[src/rtl/pkg_tpu.sv]
// Shared TPU backend types: datapath word, execute-stage token and shift opcodes.
package pkg_tpu;

  localparam int WIDTH_DATA  = 32;
  localparam int WIDTH_SHAMT = $clog2(WIDTH_DATA);

  typedef logic [WIDTH_DATA-1:0] data_t;

  localparam logic [1:0] SHIFT_SLL = 2'b00;
  localparam logic [1:0] SHIFT_SLA = 2'b01;
  localparam logic [1:0] SHIFT_SRL = 2'b10;
  localparam logic [1:0] SHIFT_SRA = 2'b11;

  typedef struct packed {
    logic [3:0] OpCode;
    logic [1:0] Mode;
  } op_t;

  typedef struct packed {
    op_t        op;
    logic [7:0] Dst;
  } pipe_exe_tmp_t;

endpackage

[src/rtl/Shift_Unit.sv]
// Combinational barrel shifter; output is forced to zero when not enabled.
module Shift_Unit
  import pkg_tpu::*;
(
  input  logic                   en,
  input  logic [1:0]             opcode,
  input  data_t                  data,
  input  logic [WIDTH_SHAMT-1:0] shamt,
  output data_t                  result
);

  logic signed [WIDTH_DATA-1:0] data_s;

  assign data_s = signed'(data);

  always_comb begin
    result = '0;
    if (en) begin
      case (opcode)
        SHIFT_SLL, SHIFT_SLA: result = data << shamt;
        SHIFT_SRL:            result = data >> shamt;
        SHIFT_SRA:            result = data_t'(data_s >>> shamt);
      endcase
    end
  end

endmodule

[src/rtl/shift_arbiter.sv]
// Round-robin arbiter feeding a shared two-stage shift pipeline (operand reg,
// result reg) with back-pressure from downstream and requester-ID tagging.
module shift_arbiter
  import pkg_tpu::*;
#(
  parameter int  NUM_REQ = 4,
  parameter type TYPE    = pipe_exe_tmp_t
) (
  input  logic                       clock,
  input  logic                       reset,
  input  logic [NUM_REQ-1:0]         I_Req,
  input  data_t                      I_Data1 [NUM_REQ],
  input  data_t                      I_Data2 [NUM_REQ],
  input  TYPE                        I_Token [NUM_REQ],
  output logic [NUM_REQ-1:0]         O_Grant,
  input  logic                       I_Stall,
  output logic                       O_Valid,
  output data_t                      O_Data,
  output TYPE                        O_Token,
  output logic [$clog2(NUM_REQ)-1:0] O_ReqID,
  output logic                       O_Busy
);

  localparam int IDW = $clog2(NUM_REQ);

  logic [IDW-1:0]         ptr;
  logic [IDW-1:0]         ptr_nxt;
  logic [IDW-1:0]         gnt_id;
  logic [IDW-1:0]         cand;
  logic [NUM_REQ-1:0]     grant;
  logic                   take;
  logic                   found;
  logic                   adv1;
  logic                   adv2;

  logic                   vld_p1;
  data_t                  data1_p1;
  logic [WIDTH_SHAMT-1:0] amt_p1;
  TYPE                    tok_p1;
  logic [IDW-1:0]         id_p1;

  logic                   vld_p2;
  data_t                  res_p2;
  TYPE                    tok_p2;
  logic [IDW-1:0]         id_p2;

  data_t                  shift_res;
  logic                   unused_amt;

  assign adv2 = !vld_p2 || !I_Stall;
  assign adv1 = !vld_p1 || adv2;

  // Stage 0: priority search from ptr, wrapping modulo NUM_REQ
  always_comb begin
    grant   = '0;
    gnt_id  = '0;
    ptr_nxt = ptr;
    found   = 1'b0;
    cand    = '0;
    if (reset && adv1) begin
      for (int k = 0; k < NUM_REQ; k++) begin
        cand = IDW'((int'(ptr) + k) % NUM_REQ);
        if (!found && I_Req[cand]) begin
          found        = 1'b1;
          grant[cand]  = 1'b1;
          gnt_id       = cand;
          ptr_nxt      = IDW'((int'(cand) + 1) % NUM_REQ);
        end
      end
    end
  end

  assign take    = |grant;
  assign O_Grant = grant;

  // Only the low shift-amount bits travel down the pipe.
  always_comb begin
    unused_amt = 1'b0;
    for (int i = 0; i < NUM_REQ; i++)
      unused_amt = unused_amt ^ (^I_Data2[i][WIDTH_DATA-1:WIDTH_SHAMT]);
  end

  always_ff @(posedge clock) begin
    if (!reset) begin
      vld_p1 <= 1'b0;
      vld_p2 <= 1'b0;
      ptr    <= '0;
    end else begin
      if (adv1) vld_p1 <= take;
      if (adv2) vld_p2 <= vld_p1;
      if (take) ptr    <= ptr_nxt;
    end
  end

  // Stage 1: operand register
  always_ff @(posedge clock) begin
    if (take) begin
      data1_p1 <= I_Data1[gnt_id];
      amt_p1   <= I_Data2[gnt_id][WIDTH_SHAMT-1:0];
      tok_p1   <= I_Token[gnt_id];
      id_p1    <= gnt_id;
    end
  end

  Shift_Unit u_shift (
    .en     (vld_p1),
    .opcode (tok_p1.op.OpCode[1:0]),
    .data   (data1_p1),
    .shamt  (amt_p1),
    .result (shift_res)
  );

  // Stage 2: result register, held while downstream stalls
  always_ff @(posedge clock) begin
    if (adv2 && vld_p1) begin
      res_p2 <= shift_res;
      tok_p2 <= tok_p1;
      id_p2  <= id_p1;
    end
  end

  assign O_Valid = vld_p2;
  assign O_Data  = vld_p2 ? res_p2 : '0;
  assign O_Token = vld_p2 ? tok_p2 : '0;
  assign O_ReqID = vld_p2 ? id_p2  : '0;
  assign O_Busy  = vld_p1 || vld_p2;

endmodule
[config.mk]
export PLATFORM = sky130hd
export DESIGN_NAME = shift_arbiter
export DESIGN_NICKNAME = d
export VERILOG_FILES = /design/src/rtl/pkg_tpu.sv /design/src/rtl/Shift_Unit.sv /design/src/rtl/shift_arbiter.sv
export SDC_FILE = /design/constraint.sdc
export NUM_CORES = 1
export LEC_CHECK = 0
export CAP_MARGIN = 20
export CORE_MARGIN = 8
export CORE_UTILIZATION = 50
export CTS_CLUSTER_DIAMETER = 100
export DETAILED_ROUTE_END_ITERATION = 7
export DONT_BUFFER_PORTS = 1
export PLACE_DENSITY = 0.73
export SLEW_MARGIN = 20
export SYNTH_ARGS = -nofsm -noshare
export SYNTH_HDL_FRONTEND = slang
export SYNTH_SLANG_ARGS = --single-unit
[constraint.sdc]
create_clock -name clock -period 6 [get_ports clock]
set_clock_uncertainty 0.2 [all_clocks]
set_input_delay 1.5 -clock clock [delete_from_list [all_inputs] [get_ports clock]]
set_output_delay 1.5 -clock clock [all_outputs]
set_load 0.02 [all_outputs]
# After elaboration in Yosys (flattened, before gate mapping)
# Cells that the tools add are included.
dict set report classes {
  add_sub_neg 6
  n_mul 0
  div 0
  n_lt_le_gt_ge 9
  n_eq_ne 3
  shifts 3
  mux 52
  bitwise_logic 4
  reduce_logical 23
}
# operator n
set ops {}
lappend ops {{32-bit binary-select mux with 2-bit select} 2}
lappend ops {{32-bit two-way mux} 3}
lappend ops {{32-bit case mux with 3 select lines} 1}
lappend ops {{14-bit two-way mux} 3}
lappend ops {{4-bit two-way mux} 8}
lappend ops {{32-bit by 5-bit left shift with 32-bit output} 1}
lappend ops {{32-bit by 5-bit >> shifter with 32-bit output} 1}
lappend ops {{32-bit by 5-bit >>> shifter with 32-bit output} 1}
lappend ops {{14-bit binary-select mux with 2-bit select} 1}
lappend ops {{2-bit two-way mux} 10}
lappend ops {{1-bit two-way mux} 14}
lappend ops {{2-bit by 3-bit < comparator with 1-bit output (second input constant)} 4}
lappend ops {{4-bit OR} 3}
lappend ops {{5-bit two-way mux} 2}
lappend ops {{1-bit logical AND} 9}
lappend ops {{2-bit by 1-bit adder with 2-bit output (second input constant)} 4}
lappend ops {{1-bit binary-select mux with 2-bit select} 4}
lappend ops {{1-bit demux with 2-bit select} 4}
lappend ops {{2-bit by 1-bit >= comparator with 1-bit output (second input constant)} 4}
lappend ops {{1-bit logical NOT} 6}
lappend ops {{2-bit adder (second input constant)} 2}
lappend ops {{2-bit equality test (second input constant)} 2}
lappend ops {{4-bit nonzero test} 1}
lappend ops {{4-bit OR reduction} 1}
lappend ops {{7 further kinds} 9}
dict set report word_totals {
  register_bits 105
  latch_bits 0
  ram_bits 0
  romBits 0
  inputBits 319
  out_inout_bits 54
  elab_cells 114
  mem_count 0
}

# Longest topological paths before layout
# Gate-level depths: netlist of the first run.
dict set report logic_depth {
  depth_word 21
  ltp_mapped 13
  mapped_depth_nobuf 8
}

# Cells and area by module
# A second synthesis of the first run with hierarchy kept.
dict set report hier_totals {
  cells_unflattened 908
  area_unflattened_um2 10162.2
}
# mod n_inst cells_each area_each_um2 seq_area_each_um2
set modules_own_cells {}
lappend modules_own_cells {shift_arbiter 1 340 5647.9 3113.0}
lappend modules_own_cells {Shift_Unit 1 568 4514.3 0.0}

# Worst setup path after synthesis of the first run
# OpenSTA, ideal clock, no wires.
dict set report synth_path {
  path_type {input to output}
  from {input I_Req[2]}
  to {output O_Grant[2]}
  arrival_time_ns 3.075
  required_ns 4.300
  path_slack_ns 1.225
  cell_stages 5
  path_buffers 1
  path_cell_list {clkbuf_4 > mux4_2 > nor4b_4 > nand2_1 > a21oi_1}
}
dict set report synth_between {
  elab_chain_cells 16
  word_cells_on_any_way 31
  cone_classes {mux: 22; bitwise: 3; reduce/logical: 6}
}
# item line
set synth_lines {}
lappend synth_lines {{from (decl)} shift_arbiter.sv:11} ;# input logic [NUM_REQ-1:0] I_Req,
lappend synth_lines {{1-bit binary-select mux with 2-bit select} shift_arbiter.sv:63} ;# if (!found && I_Req[cand]) begin
lappend synth_lines {{1-bit two-way mux (implied by the code)} shift_arbiter.sv:63}
lappend synth_lines {{1-bit two-way mux} shift_arbiter.sv:63}
lappend synth_lines {{1-bit two-way mux} shift_arbiter.sv:60} ;# if (reset && adv1) begin
lappend synth_lines {{1-bit logical NOT} shift_arbiter.sv:63}
lappend synth_lines {{1-bit logical AND} shift_arbiter.sv:63}
lappend synth_lines {{1-bit two-way mux} shift_arbiter.sv:63}
lappend synth_lines {{1-bit two-way mux} shift_arbiter.sv:60}
lappend synth_lines {{1-bit logical NOT} shift_arbiter.sv:63}
lappend synth_lines {{1-bit logical AND} shift_arbiter.sv:63}
lappend synth_lines {{1-bit two-way mux} shift_arbiter.sv:63}
lappend synth_lines {{1-bit two-way mux} shift_arbiter.sv:60}
lappend synth_lines {{1-bit logical NOT} shift_arbiter.sv:63}
lappend synth_lines {{1-bit logical AND} shift_arbiter.sv:63}
lappend synth_lines {{4-bit two-way mux (*)} shift_arbiter.sv:63}
lappend synth_lines {{4-bit two-way mux (*)} shift_arbiter.sv:60}
lappend synth_lines {{to (decl)} shift_arbiter.sv:15} ;# output logic [NUM_REQ-1:0] O_Grant,
# Every way passes the cells marked *; elsewhere a longest branch is shown, timed or not. The select of a mux whose other input is x is not followed.

# Final worst setup path of the first run
dict set report layout_path {
  from {register ptr[1]}
  to {output O_Grant[0]}
}
dict set report layout_between {
  elab_chain_cells 16
  word_cells_on_any_way 54
  cone_classes {add/sub: 3; order compare: 8; mux: 30; bitwise: 3; reduce/logical: 10}
}
# item line
set layout_lines {}
lappend layout_lines {{from (decl)} shift_arbiter.sv:26} ;# logic [IDW-1:0] ptr;
lappend layout_lines {{from (signal assigned)} shift_arbiter.sv:91} ;# if (take) ptr <= ptr_nxt;
lappend layout_lines {{parallel branches: the longest is 14 deep, another holds 2-bit by 3-bit < comparator with 1-bit output} --}
lappend layout_lines {{4-bit two-way mux (*)} shift_arbiter.sv:63}
lappend layout_lines {{4-bit two-way mux (*)} shift_arbiter.sv:60}
# Every way passes the cells marked *. The select of a mux whose other input is x is not followed.

==> results of run 1 <==
[layer usage]
metal	GRT usage	wire length, um
met1	0.281	10600
met2	0.291	11700
met3	0.0425	2240
met4	0.0641	549
met5	0	0
[path summary, 6_finish.rpt]
check | end | cells past startpoint | slack (ps)
worst min-delay path | tok_p2[4] | 0 | 220
worst max register to register | tok_p1[10] | 10 | 1650
worst min register to register | tok_p2[4] | 0 | 220
worst max-delay path | O_Grant[0] | 9 | 910
[area by class of cell]
| type | count | share of cell area |
|---|---|---|
| multi-input combinational | 686 | 0.615 |
| clock buffer | 10 | 0.0226 |
| inverter | 14 | 0.00520 |
| clock inverter | 6 | 0.00334 |
| tap | 265 | 0.0328 |
| timing repair buffer | 14 | 0.0132 |
| sequential | 105 | 0.308 |
[flip-flops by register name (all words and copies together), names as in the netlist]
signal / count
tok_p1: 14
id_p1: 2
res_p2: 32
tok_p2: 14
ptr: 2
data1_p1: 32
amt_p1: 5
id_p2: 2
vld_p1: 1
O_Valid: 1
[worst max-delay path, cell delays in order (launching register included)]
cell	delay (ps)
dfxtp_1	310
buf_4	220
inv_1	150
ha_1	550
mux4_2	720
inv_1	220
nand3_1	100
a2bb2oi_1	370
a21oi_1	70
nor2_1	340
[per-stage QoR]
| step | utilization | area [sq um] |
|---|---|---|
| after global routing | 0.520 | 10100 |
| after global placement | 0.506 | 9840 |
| after detailed placement | 0.506 | 9840 |
| final | 0.520 | 10100 |
| after CTS | 0.519 | 10100 |
| after floorplan | - | 9930 |
[cell families after synthesis]
family                   synth area share
buffers and inverters              0.0635
multiplexers                        0.386
flip-flops                          0.314
AND/OR/NAND/NOR                     0.111
AO/OA/AOI/OAI                       0.116
adder cells (fa/ha/maj)            0.0101
[layout by cell type (no fill, tap or decap), types with 7 or more instances in the layout]
master / n
and2_1: 53
nor2_1: 68
o21ai_0: 32
nand3_1: 7
inv_1: 12
clkbuf_16: 9
ha_1: 8
mux4_2: 72
nand2_1: 48
buf_4: 11
mux2i_1: 188
mux2_2: 27
a211oi_1: 17
edfxtp_1: 101
a21oi_1: 45
o211ai_1: 8
nor3_1: 18
[power by group]
| group | internal, mW | switching (mW) |
|---|---|---|
| Clock | 0.279 | 0.250 |
| Sequential | 1.27 | 0.263 |
| Combinational | 1.75 | 2.28 |
| Total | 3.29 | 2.79 |
==> out/qor.csv, run 1 <==
stage;metric;value;unit
setup_path;critical register-to-register path startpoint;ptr[1];
yosys;number of synthesized flops with an enable pin;101;
sta;hold slack;220;ps
setup_path;Worst EP required;4300;ps
finish;Area growth syn-to-layout;1.83;%
floorplan;Cell Rows;51;
yosys;ys flop type;edfxtp_1;
sta;Final Setup Violations;0;
setup_path;critical path arrival;3390;ps
yosys;Synth area leaders;edfxtp_1 (31%), mux2i_1 (19%), mux4_2 (16%), and2_1 (3.3%), mux2_2 (3.1%);
yosys;Async SR Flop Fraction;0;
global_routing;grt total ovfl;0;
setup_path;crit path launch type;flip-flop;
routing;routed wire length;25100;um
pwr;Leakage;3.91;nW
yosys;Post-Syn Instances;893;
routing;vias;7129;
place;Port Buffers;0;
finish;ANT cells;0;
yosys;Seq/Total Area, Yosys;0.314;
finish;area of the multi-input gates;0.00622;sq mm
run;Max-Cap Viols;0;
floorplan;Die Width;157;um
finish;fin cells;1100;
finish;Post-layout nets;1157;
clock_network;Post-CTS Setup Inserts;0;
routing;violation count after the first detailed-route iteration;1024;
routing;Via density;6.48;
floorplan;Die ar.;0.0246;sq mm
sta;final worst path period share;0.849;
sta;Final TNS setup;0;ps
place;Place WS;1090;ps
setup_path;critical path endpoint category;output port;
setup_path;worst setup path category;reg2out;
sta;final worst slack;907;ps
global_routing;antenna violations before repair;0;
yosys;Mean Syn Cell Area;11.1;sq um
yosys;top-area cell type share of the netlist area;0.305;
floorplan;Initial Utilization;0.510;
clock_network;post-cts sizing count;0;
routing;drt pass-1 iters;5;
yosys;Synth top cells by count;mux2i_1 (188), edfxtp_1 (101), mux4_2 (72), nor2_1 (68), and2_1 (53);
sta;Slew Limit Fails;0;
place;Post-DP HPWL;18800;um
clock_network;CTS Hold Bufs;0;
sta;Final Hold Fails;0;
clock_network;CTS Buf Count;9;
place;GP Congestion;0.962;
yosys;Mapped Nets;1220;
yosys;top-count cell post-synth;mux2i_1;
routing;DR WL/cell;22.8;um
hold_path;worst hold start;tok_p1[4];
sta;Fmax;196;MHz
floorplan;Placeable Area;0.0195;sq mm
sta;Slew @ Worst Pin;922;ps
routing;Routed Antenna Nets;0;
clock_network;Clock Path Buffers;2;
clock_network;CTS tree;done;
clock_network;Worst-Skew Late Latency;350;ps
global_routing;vias in the first global route;6877;
finish;share of layout cells above drive strength 1;0.170;
pwr;PD cells;602;mW/mm^2
setup_path;Critical Path Source;ptr[1];
sta;Max-slew headroom;0.385;
sta;RSZ-0062 raised after global routing;no;
yosys;Post-Syn Area;0.00993;sq mm
setup_path;Worst Path Max Fanout;16;
clock_network;root buffer cell;clkbuf_16;
hold_path;Hold WC Path Type;reg2reg;
clock_network;clk sink count;105;
yosys;Yosys warning total;0;
floorplan;IO Count;373;
yosys;synthesis-stage register bit count;105;
place;placed insts;1084;
global_routing;GR Util All Layers;0.197;
global_routing;largest net degree at the start of global routing;104;
run_status;status;completed;
finish;FILL cells;1679;
finish;Storage cell area;0.00311;sq mm
yosys;post-synth cell types;69;
clock_network;CTS H-tree depth;3;
global_routing;first-pass GRT wire length;38300;um
routing;# DRC;0;
yosys;dominant cell type by area after synthesis;edfxtp_1;
pwr;Pwr Total;6.09;mW
sta;minimum clock period;5090;ps
floorplan;Die Y;157;um
pwr;peak supply drop;0.000287;V
clock_network;clk slew on worst S/H paths;60;ps
(Power assumes the default switching activity.)
==> run 2: changes to the inputs <==
PLACE_DENSITY = 0.76   (was 0.73)
clock period = 4.5 ns   (was 6 ns; I/O delays follow)
==> run 2 against run 1 <==
Via count rose by 3.1%. Count of clock-buffer cells in the layout is 1 lower. Worst hold slack got worse by 0.99 ps. Core utilization increased by 0.80 points. Non-clock buffer count grew 17. Register-to-register slack worse by 770 ps. Sequential share of layout area is 0.47 points lower. Routed wire length up 0.63%. Worst setup slack lost 490 ps. Power grew 35%. Highest routed layer unchanged.
==> out/qor.csv, run 2 (synthesis results as in run 1) <==
stage;metric;value;unit;change
run_status;status;completed;;unchanged
pwr;internal power;4.49;mW;was 3.29 mW
global_routing;antenna violations before repair;0;;unchanged
clock_network;CTS tree;done;;unchanged
pwr;Comb pwr share;0.662;;about the same
pwr;Psw;3.74;mW;was 2.79 mW
floorplan;Die Width;157;um;unchanged
sta;Slew @ Worst Pin;1010;ps;was 922 ps
floorplan;Die Y;157;um;unchanged
clock_network;clk sink count;105;;unchanged
hold_path;Hold WC Path Type;reg2reg;;unchanged
routing;drt pass-1 iters;7;;was 5
pwr;peak supply drop;0.000353;V;was 0.000287 V
pwr;Sw Ratio;0.455;;was 0.459
clock_network;root buffer cell;clkbuf_16;;unchanged
sta;Slew Limit Fails;0;;unchanged
sta;final worst path period share;0.908;;
clock_network;CTS Buf Count;9;;unchanged
global_routing;first-pass GRT wire length;38200;um;was 38300 um
run;Max-Cap Viols;0;;unchanged
setup_path;Reg2Reg Setup Slack;880;ps;was 1650 ps
setup_path;crit path launch type;flip-flop;;unchanged
clock_network;CTS H-tree depth;3;;unchanged
sta;Final Hold Fails;0;;unchanged
routing;routed wire length;25300;um;was 25100 um
pwr;clock network fraction of design power;0.086;;was 0.087
routing;violation count after the first detailed-route iteration;1058;;was 1024
finish;Area growth syn-to-layout;3.39;%;was 1.83%
clock_network;clk slew on worst S/H paths;70;ps;was 60 ps
place;Post-DP HPWL;19100;um;was 18800 um
clock_network;Worst-Skew Late Latency;360;ps;was 350 ps
clock_network;post-cts sizing count;0;;unchanged
sta;Final Setup Violations;0;;unchanged
setup_path;critical path endpoint category;output port;;unchanged
setup_path;critical path arrival;2760;ps;was 3390 ps
sta;Max-slew headroom;0.323;;was 0.385
floorplan;IO Count;373;;unchanged
place;GP Congestion;0.957;;was 0.962
place;Post-DP Area;0.00999;sq mm;was 0.00984 sq mm
clock_network;CTS Hold Bufs;0;;unchanged
routing;vias;7351;;was 7129
setup_path;Worst EP required;3170;ps;was 4300 ps
sta;Fmax;245;MHz;
sta;RSZ-0062 raised after global routing;no;;unchanged
place;Port Buffers;0;;unchanged
routing;DR WL/cell;22.6;um;was 22.8 um
routing;Via density;6.58;;was 6.48
setup_path;R2R cell count;9;;was 10
global_routing;grt total ovfl;0;;unchanged
floorplan;Initial Utilization;0.510;;unchanged
finish;share of layout cells above drive strength 1;0.189;;was 0.170
finish;Post-layout nets;1174;;was 1157
floorplan;Placeable Area;0.0195;sq mm;unchanged
pwr;Seq pwr share;0.253;;was 0.251
floorplan;Cell Rows;51;;unchanged
sta;minimum clock period;4080;ps;
finish;most frequent cells in the layout;mux2i_1 (188), edfxtp_1 (101), mux4_2 (72);;unchanged
pwr;Leakage;4.01;nW;was 3.91 nW
clock_network;Post-CTS Setup Inserts;0;;unchanged
setup_path;worst setup path category;reg2out;;unchanged
hold_path;Hold Path Stages;0;;unchanged
finish;Regs by FF count;data1_p1 x32, res_p2 x32;;unchanged
routing;# DRC;0;;unchanged
global_routing;GR Util All Layers;0.197;;about the same
clock_network;Clock Path Buffers;2;;unchanged
finish;commonest non-fill, non-tap cell in the layout;mux2i_1;;unchanged
routing;Routed Antenna Nets;0;;unchanged
pwr;PD cells;801;mW/mm^2;was 602 mW/mm^2
setup_path;Worst Path Max Fanout;15;;was 16
finish;Design Area, Final;0.0103;sq mm;was 0.0101 sq mm
finish;ANT cells;0;;unchanged
global_routing;vias in the first global route;6904;;was 6877
floorplan;Die ar.;0.0246;sq mm;unchanged
global_routing;largest net degree at the start of global routing;104;;unchanged
sta;Final TNS setup;0;ps;unchanged
## run 2: changes by cell type in the layout (fill, tap and decap cells not counted), sizes merged
cell,delta
buf,+17
clkbuf,-1
clkinv,+1
## run 2: final timing paths
check	from	to
setup reg to reg	ptr[0]	tok_p1[11]
hold reg to reg	tok_p1[1]	tok_p2[1]
hold / removal	tok_p1[1]	tok_p2[1]
setup / recovery	ptr[0]	O_Grant[2]
## run 2: power groups by stage
stage / logic (mW) / registers [mW] / clock network, mW
finish: 5.44 / 2.08 / 0.705
global route: 5.84 / 2.14 / 0.759
CTS: 5.35 / 2.09 / 0.721
detailed placement: 5.32 / 2.11 / 0
global placement: 5.28 / 2.09 / 0
floorplan: 4.47 / 1.91 / 0
## run 2: layer usage
metal / GRT usage / wire (um) / up-vias / share of wire
li1: - / - / 3370 / -
met1: 0.273 / 10500 / 3479 / 0.41
met2: 0.304 / 11900 / 457 / 0.47
met3: 0.0444 / 2380 / 45 / 0.094
met4: 0.0526 / 504 / 0 / 0.020
met5: 0 / 0 / - / 0
## run 2: area by class of cell
type | count | area (sq um)
inverter | 14 | 52.6
clock inverter | 7 | 36.3
tap | 265 | 332
clock buffer | 9 | 225
sequential | 105 | 3110
timing repair buffer | 31 | 290
fill | 1682 | 9200
multi-input combinational | 686 | 6220
## run 2: stage by stage
stage	cells	utilization	hold WS [ps]	setup slack, ps	total power [mW]
after detailed placement	1100	0.513	205	533	7.43
final	1117	0.527	219	416	8.23
after global routing	1117	0.527	223	280	8.74
after CTS	1116	0.527	220	438	8.16
after floorplan	893	-	200	164	6.38
after global placement	1100	0.513	201	572	7.37
## run 2: worst max-delay path: stages (launching register included)
cell	delay (ps)
dfxtp_1	330
inv_1	120
ha_1	350
mux4_2	670
nor4b_4	470
nand2_1	100
a21oi_1	190
buf_4	170
==> run 3: changes to the inputs <==
SYNTH_HIERARCHICAL = 1   (was not set)
==> run 3 against run 2 <==
Power grew 21%. Design area grew 2.9%. Count of clock-buffer cells in the layout is the same. Via count grew 13%. Combinational power grew 25%. Synthesized area grew 2.3%. Critical path depth is the same. Sequential cell count is the same. Global-route usage grew 6.6 points. Clock power grew 14%. Core utilization shrank 0.18 points. Critical endpoint is now O_Grant[3].
==> out/qor.csv, run 3 <==
stage;metric;value;unit;change
run_status;status;completed;;unchanged
routing;DR WL/cell;29.1;um;was 22.6 um
clock_network;Post-CTS Setup Inserts;0;;unchanged
sta;minimum clock period;4270;ps;was 4080 ps
sta;Final Hold Fails;0;;unchanged
sta;Max-slew headroom;0.299;;was 0.323
routing;Routed Antenna Nets;0;;unchanged
yosys;Post-Syn Area;0.0102;sq mm;was 0.00993 sq mm
yosys;post-synth cell types;88;;was 69
clock_network;post-cts sizing count;0;;unchanged
yosys;top-count cell post-synth;edfxtp_1;;was mux2i_1
finish;FILL cells;1755;;was 1682
routing;routed wire length;33300;um;was 25300 um
floorplan;Die Width;159;um;was 157 um
yosys;Post-Syn Instances;908;;was 893
pwr;peak supply drop;0.000562;V;was 0.000353 V
finish;ANT cells;0;;unchanged
finish;Storage cell area;0.00311;sq mm;unchanged
global_routing;GR Util All Layers;0.263;;was 0.197
yosys;Synth top cells by count;edfxtp_1 (101), mux4_2 (94), nand2_1 (87), and2_1 (55), nor2_1 (52);;was mux2i_1 (188), edfxtp_1 (101), mux4_2 (72), nor2_1 (68), and2_1 (53)
sta;Final TNS setup;0;ps;unchanged
yosys;Async SR Flop Fraction;0;;unchanged
sta;Slew Limit Fails;0;;unchanged
floorplan;IO Count;373;;unchanged
global_routing;largest net degree at the start of global routing;60;;was 104
place;GP Congestion;1.03;;was 0.957
setup_path;crit path launch type;flip-flop;;unchanged
global_routing;first-pass GRT wire length;49900;um;was 38200 um
sta;Fmax;234;MHz;was 245 MHz
sta;Slew @ Worst Pin;1050;ps;was 1010 ps
finish;fin cells;1146;;was 1117
clock_network;CTS Buf Count;9;;unchanged
sta;RSZ-0062 raised after global routing;no;;unchanged
yosys;Mapped Nets;1235;;was 1220
global_routing;vias in the first global route;8154;;was 6904
finish;most frequent cells in the layout;edfxtp_1 (101), mux4_2 (94), nand2_1 (87);;was mux2i_1 (188), edfxtp_1 (101), mux4_2 (72)
setup_path;worst setup path category;reg2out;;unchanged
global_routing;grt total ovfl;0;;unchanged
routing;drt pass-1 iters;8;;was 7
pwr;Pwr Total;9.98;mW;was 8.23 mW
run;Max-Cap Viols;0;;unchanged
clock_network;Worst-Skew Late Latency;370;ps;was 360 ps
finish;Post-layout nets;1198;;was 1174
yosys;synthesis-stage register bit count;105;;unchanged
finish;Area growth syn-to-layout;4.00;%;was 3.39%
finish;Design Area, Final;0.0106;sq mm;was 0.0103 sq mm
sta;final worst slack;227;ps;was 416 ps
routing;violation count after the first detailed-route iteration;1314;;was 1058
floorplan;Die Y;159;um;was 157 um
finish;Regs by FF count;data1_p1 x32, res_p2 x32;;unchanged
place;Post-DP Area;0.0102;sq mm;was 0.00999 sq mm
yosys;Seq/Total Area, Yosys;0.306;;was 0.314
finish;Util after Layout;0.526;;was 0.527
setup_path;critical path arrival;2950;ps;was 2760 ps
yosys;Yosys warning total;6;;was 0
place;Post-DP HPWL;25400;um;was 19100 um
setup_path;Worst EP required;3170;ps;about the same
floorplan;Cell Rows;52;;was 51
clock_network;CTS H-tree depth;3;;unchanged
clock_network;Clock Path Buffers;2;;unchanged
global_routing;antenna violations before repair;2;;was 0
clock_network;CTS tree;done;;unchanged
floorplan;Initial Utilization;0.505;;was 0.510
clock_network;clk sink count;105;;unchanged
yosys;dominant cell type by area after synthesis;edfxtp_1;;unchanged
sta;Final Setup Violations;0;;unchanged
pwr;PD cells;945;mW/mm^2;was 801 mW/mm^2
routing;# DRC;0;;unchanged
place;Place WS;537;ps;was 533 ps
floorplan;Placeable Area;0.0201;sq mm;was 0.0195 sq mm
setup_path;critical path endpoint category;output port;;unchanged
place;placed insts;1129;;was 1100
yosys;Synth area leaders;edfxtp_1 (30%), mux4_2 (21%), mux2i_1 (4.9%), mux2_2 (4.1%), and2_1 (3.4%);;was edfxtp_1 (31%), mux2i_1 (19%), mux4_2 (16%), and2_1 (3.3%), mux2_2 (3.1%)
clock_network;CTS Hold Bufs;0;;unchanged
yosys;ys flop type;edfxtp_1;;unchanged
yosys;Mean Syn Cell Area;11.2;sq um;was 11.1 sq um
yosys;top-area cell type share of the netlist area;0.298;;was 0.305
routing;vias;8311;;was 7351
hold_path;Hold WC Path Type;reg2reg;;unchanged
routing;Via density;7.25;;was 6.58
sta;final worst path period share;0.950;;was 0.908
finish;share of layout cells above drive strength 1;0.244;;was 0.189
pwr;Leakage;3.62;nW;was 4.01 nW
finish;area of the multi-input gates;0.00642;sq mm;was 0.00622 sq mm
yosys;number of synthesized flops with an enable pin;101;;unchanged
clock_network;root buffer cell;clkbuf_16;;unchanged
sta;hold slack;222;ps;was 219 ps
place;Port Buffers;0;;unchanged
clock_network;clk slew on worst S/H paths;80;ps;was 70 ps
setup_path;Worst Path Max Fanout;12;;was 15
floorplan;Die ar.;0.0251;sq mm;was 0.0246 sq mm
finish;commonest non-fill, non-tap cell in the layout;edfxtp_1;;was mux2i_1
[run 3: routing by layer]
layer | global-route usage | vias up | wire, um
li1 | - | 3569 | -
met2 | 0.391 | 629 | 14900
met3 | 0.0698 | 98 | 3910
met4 | 0.112 | 2 | 1290
met1 | 0.356 | 4013 | 13200
met5 | 0 | - | 13
[run 3: final timing paths]
| path | start | end | slack, ps | cells after the start |
|---|---|---|---|---|
| setup / recovery | ptr[0] | O_Grant[3] | 230 | 7 |
| hold / removal | id_p1[1] | id_p2[1] | 220 | 0 |
| setup reg to reg | ptr[0] | data1_p1[17] | 640 | 10 |
| hold reg to reg | id_p1[1] | id_p2[1] | 220 | 0 |
[run 3: final cells by class]
cell class | instances | area share
Clock buffer | 9 | 0.0213
Tap cell | 270 | 0.0320
Multi-Input combinational cell | 708 | 0.608
Timing Repair Buffer | 36 | 0.0310
Sequential cell | 105 | 0.295
Clock inverter | 7 | 0.00805
Inverter | 11 | 0.00521
[run 3: critical path: stages (launching register included)]
cell	delay (ps)
dfxtp_1	330
bufinv_8	210
ha_1	500
mux2_4	380
mux2_4	320
nor3_4	300
a22oi_1	180
nor2_1	350
[run 3: cells by family (layout without fill, tap and decap cells)]
family / count (synthesis) / count (layout) / synth area share
adder cells (fa/ha/maj): 8 / 8 / 0.00985
AO/OA/AOI/OAI: 208 / 208 / 0.140
buffers and inverters: 95 / 63 / 0.0650
AND/OR/NAND/NOR: 297 / 297 / 0.148
multiplexers: 195 / 195 / 0.331
flip-flops: 105 / 105 / 0.306
[run 3: report_power, final]
part,switching [mW],leakage (nW),internal (mW),total (mW)
logic,3.96,2.46,2.83,6.78
registers,0.594,1.02,1.80,2.40
clock network,0.403,0.146,0.398,0.801
